File: src/rtl/fifo_write_arbiter.sv
// fifo_write_arbiter: round-robin burst arbiter sharing one FIFO write port among NUM_REQ requesters.
module fifo_write_arbiter #(
  parameter int NUM_REQ = 4,
  parameter int DATA_SIZE = 32,
  parameter int BURST_LEN = 4,
  localparam int GID_W = (NUM_REQ > 2) ? $clog2(NUM_REQ) : 1
) (
  input  logic                         clk,
  input  logic                         rstn,
  input  logic [NUM_REQ-1:0]           req_valid,
  input  logic [NUM_REQ*DATA_SIZE-1:0] req_data,
  output logic [NUM_REQ-1:0]           req_ready,
  input  logic                         full,
  output logic                         w_en,
  output logic [DATA_SIZE-1:0]         w_data,
  output logic [GID_W-1:0]             grant_id,
  output logic                         busy
);
  localparam int CW = $clog2(BURST_LEN) + 1;
  typedef enum logic {IDLE, GRANT} state_t;
  state_t state_q, state_d;
  logic [CW-1:0] beat_cnt_q, beat_cnt_d;
  logic [GID_W-1:0] grant_id_q, grant_id_d, last_grant_q, last_grant_d, winner;
  logic last_beat;
  int j;
  // Scan from the highest offset down so the nearest requester after last_grant wins.
  always_comb begin
    winner = '0;
    j = 0;
    for (int k = NUM_REQ; k >= 1; k--) begin
      j = (int'(last_grant_q) + k) % NUM_REQ;
      if (req_valid[GID_W'(j)]) winner = GID_W'(j);
    end
  end
  assign busy = state_q == GRANT;
  assign w_en = busy & req_valid[grant_id_q] & ~full;
  assign req_ready = {{(NUM_REQ-1){1'b0}}, w_en} << grant_id_q;
  assign w_data = req_data[grant_id_q*DATA_SIZE +: DATA_SIZE];
  assign grant_id = grant_id_q;
  assign last_beat = beat_cnt_q == CW'(BURST_LEN - 1);
  always_comb begin
    state_d = state_q;
    beat_cnt_d = beat_cnt_q;
    grant_id_d = grant_id_q;
    last_grant_d = last_grant_q;
    if (!busy) begin
      if (|req_valid) begin
        state_d = GRANT;
        grant_id_d = winner;
        last_grant_d = winner;
        beat_cnt_d = '0;
      end
    end else if (w_en) begin
      state_d = last_beat ? IDLE : GRANT;
      beat_cnt_d = last_beat ? '0 : beat_cnt_q + 1'b1;
    end else if (!req_valid[grant_id_q]) begin
      state_d = IDLE;
      beat_cnt_d = '0;
    end
  end
  always_ff @(posedge clk or negedge rstn) begin
    if (!rstn) begin
      state_q <= IDLE;
      beat_cnt_q <= '0;
      grant_id_q <= '0;
      last_grant_q <= GID_W'(NUM_REQ - 1);
    end else begin
      state_q <= state_d;
      beat_cnt_q <= beat_cnt_d;
      grant_id_q <= grant_id_d;
      last_grant_q <= last_grant_d;
    end
  end
endmodule

File: config.mk
export PLATFORM = sky130hd
export DESIGN_NAME = fifo_write_arbiter
export DESIGN_NICKNAME = d
export VERILOG_FILES = /design/src/rtl/fifo_write_arbiter.sv
export SDC_FILE = /design/constraint.sdc
export NUM_CORES = 1
export LEC_CHECK = 0
export CAP_MARGIN = 20
export CORE_ASPECT_RATIO = 0.9
export CORE_UTILIZATION = 22
export DETAILED_ROUTE_END_ITERATION = 6
export MAX_ROUTING_LAYER = met4
export PLACE_DENSITY = 0.82
export SLEW_MARGIN = 20
export SYNTH_ARGS = -nofsm -noshare
export SYNTH_HDL_FRONTEND = slang
export SYNTH_SLANG_ARGS = --single-unit
File: constraint.sdc
create_clock -name clk -period 1.43 [get_ports clk]
set_input_delay 0.286 -clock clk [delete_from_list [all_inputs] [get_ports clk]]
set_output_delay 0.286 -clock clk [all_outputs]
set_load 0.005 [all_outputs]
==> qor.json <==
{
  "outcome": {
    "run_status": "finished, violations left",
    "failed_checks": "setup timing"
  },
  "finish": {
    "flow.area_growth_from_synthesis_pct": 187,
    "fin_area_um2": 3620,
    "drive_above_1_share": 0.474,
    "most_frequent_cells_in_the_layout": "clkdlybuf4s50_1, buf_6, mux4_2, buf_2, buf_4",
    "mostFrequentLayoutCell": "clkdlybuf4s50_1",
    "nets": 443,
    "antennaDiodeCount": 0
  },
  "place": {
    "gp_congestion": 0.867,
    "dp_slack_ns": -0.646,
    "io_buffer_count": 174,
    "half_perimeter_wire_length_of_the_detailed_placement_result_um": 5340,
    "placement.cell_area_um2": 3200
  },
  "worst_hold_path": {
    "worst_hold_path_type": "in -> async"
  },
  "grt": {
    "grt_pass1_wl_um": 9770,
    "gr-total-overflow": 0,
    "grt_start_max_net_pins": 17,
    "gr-usage-all-layers": 0.227,
    "antenna_found_initial": 0,
    "grt_pass1_vias": 1877
  },
  "sta": {
    "final_period_minus_worst_setup_slack_ns": 1.88,
    "max_freq_mhz": 532,
    "total_of_endpoints_with_negative_setup_slack_in_the_final_report": 47,
    "worstMarginPinSlew_ns": 0.364,
    "worst_rel_slew_slack": 0.757,
    "timing.setup.tns_ns": -15.82,
    "final-hold-violation-count": 0,
    "fin_hold_ws_ns": 0.331,
    "rsz0062_at_grt": "true",
    "timing.clock.skew_ns": 0.00606,
    "period_utilization": 1.32,
    "report.final.slew_viol_count": 0,
    "layout_setup_ws_ns": -0.451
  },
  "detailed_routing": {
    "drc_errors": 0,
    "detail_route.vias_per_cell": 4.83,
    "total_via_count_after_detailed_routing": 1801,
    "ant_nets": 0,
    "drtIter0Drc": 57,
    "avgRoutedWirePerCell_um": 19.3,
    "wirelength_routed_um": 7190,
    "first_pass_iters": 4
  },
  "clocking": {
    "cts_tree": "yes",
    "cts_htree_levels": 1,
    "clock_slew_at_reported_path_ffs_ns": 0.05,
    "clock_sink_count": 8,
    "clock_tree.root_cell": "clkbuf_8",
    "clockBufferDepth": 2,
    "cts-buffers-inserted": 3,
    "cts_hold_repair.buffers": 0,
    "clock_latency_ns": 0.23
  },
  "yosys": {
    "synth.yosys.seq_area_share": 0.160,
    "synth.ff_latch_count": 8,
    "syn_avg_cell_area_um2": 13.7,
    "post_synth_inst_count": 92,
    "synth_cell_type_count": 28,
    "synth_area_um2": 1260,
    "mappedNetlistNets": 228,
    "yosys_warnings": 0
  },
  "setup_path": {
    "critical_path.cell_chain": "buf_12, buf_8, mux4_2, buf_2",
    "crit_fanout": 5,
    "worstPathArrival_ns": 1.59,
    "criticalPathCategory": "reg -> out",
    "slowest_stage": "mux4_2",
    "critical_path_required_ns": 1.14,
    "reg2reg_setup_slack_ns": -0.22,
    "worst_setup_path_start_kind": "flop",
    "critical-path-max-stage-delay_ns": 0.50,
    "timing.reg2reg.worst_path_depth": 6,
    "timing.critical_path.to_type": "output pin"
  },
  "power_and_ir_drop": {
    "design_power_total_mw": 5.45,
    "power_density_nw_per_um2": 1500,
    "share_clk_of_total_power": 0.053,
    "switching_share": 0.345,
    "comb_power_share": 0.855,
    "power_report.internal_total_mw": 3.57,
    "worst_ir_drop_vdd_mv": 1.10,
    "power.sequential.fraction": 0.092,
    "reported_net_switching_power_mw": 1.88,
    "leakage_nw": 1.48
  },
  "floorplanning": {
    "start_util": 0.235,
    "dieArea_um2": 6060,
    "num_rows": 25,
    "die_x_um": 81.9,
    "dieHeight_um": 73.9,
    "pin_count": 175,
    "core_area_um2": 5380
  },
  "run": {
    "max_cap_violations": 0
  }
}
==> power groups by stage <==
stage          sequential [mW]  combinational, mW  clock (mW)
2_1_floorplan            0.428               1.84           0
4_1_cts                  0.496               4.64       0.293
3_5_place_dp             0.452               3.74           0
6_report                 0.501               4.66       0.291
5_1_grt                  0.514               4.93       0.304
3_3_place_gp             0.447               3.69           0
==> synthesized netlist by cell type (all sizes together) <==
master	n	area [µm²]
nor4	2	12.5
nand2b	2	12.5
nor4b	1	8.76
nor2b	3	21.3
nor2	3	11.3
or2	1	6.26
o21ai	2	10.0
nor3b	1	7.51
mux4	32	721
buf	9	52.6
nand2	9	33.8
o221ai	1	8.76
a21o	4	30.0
dfrtp	6	150
inv	2	7.51
a211oi	1	7.51
a221oi	1	15.0
mux2	2	26.3
o2bb2ai	1	15.0
ha	1	12.5
a21oi	2	10.0
dfstp	2	52.6
mux2i	1	10.0
a22o	2	17.5
nor3	1	5.00
==> critical path: cells and delay by family, from the launching register on <==
kind                   cells  cell delay [ns]
buffers and inverters      3             0.40
DFF                        1             0.46
muxes                      1             0.50
==> sequential cells by signal, indices dropped and copies added (netlist names) <==
register      cells
last_grant_q      2
grant_id          2
busy              1
beat_cnt_q        3
==> kinds of logic (layout without fill, tap and decap cells) <==
logic type               Yosys count  count (layout)  synth area share
flip-flops                         8               8             0.160
multiplexers                      35              35             0.598
AO/OA/AOI/OAI                     14              14            0.0900
adder cells (fa/ha/maj)            1               1           0.00989
buffers and inverters             11             225            0.0475
AND/OR/NAND/NOR                   23              23            0.0940
==> path summary, 6_finish.rpt <==
| path | from | end |
|---|---|---|
| min in group clk | beat_cnt_q[2] | busy |
| worst min register to register | beat_cnt_q[2] | busy |
| worst min-delay path | rstn | beat_cnt_q[1] |
| max in group asynchronous | rstn | last_grant_q[1] |
| worst max register to register | grant_id[1] | beat_cnt_q[1] |
| worst max-delay path | grant_id[0] | w_data[10] |
==> cell type report <==
type | count | area (µm²)
Clock buffer | 4 | 45.0
Fill cell | 419 | 1760
Inverter | 2 | 7.51
Multi-Input combinational cell | 73 | 1150
Sequential cell | 8 | 205
Tap cell | 67 | 83.8
Timing Repair Buffer | 219 | 2140
==> layer usage <==
metal,vias to the layer above,global-route usage,share of wire
li1,825,-,-
met5,-,-,0
met4,0,0.0604,0.014
met1,888,0.256,0.37
met3,12,0.0307,0.071
met2,76,0.419,0.55
==> repair_timing <==
action / CTS / global route
gates cloned: 4 / 0
setup buffers: 23 / 8
pin swaps: 9 / 6
gates resized for setup: 211 / 25
setup endpoints to repair: 48 / 48
==> through the flow <==
step	util	std cells
final	0.674	373
after global routing	0.674	373
after CTS	0.668	372
after detailed placement	0.596	341
after global placement	0.596	341
after floorplan	-	92
Power figures use the tool's default switching activity.
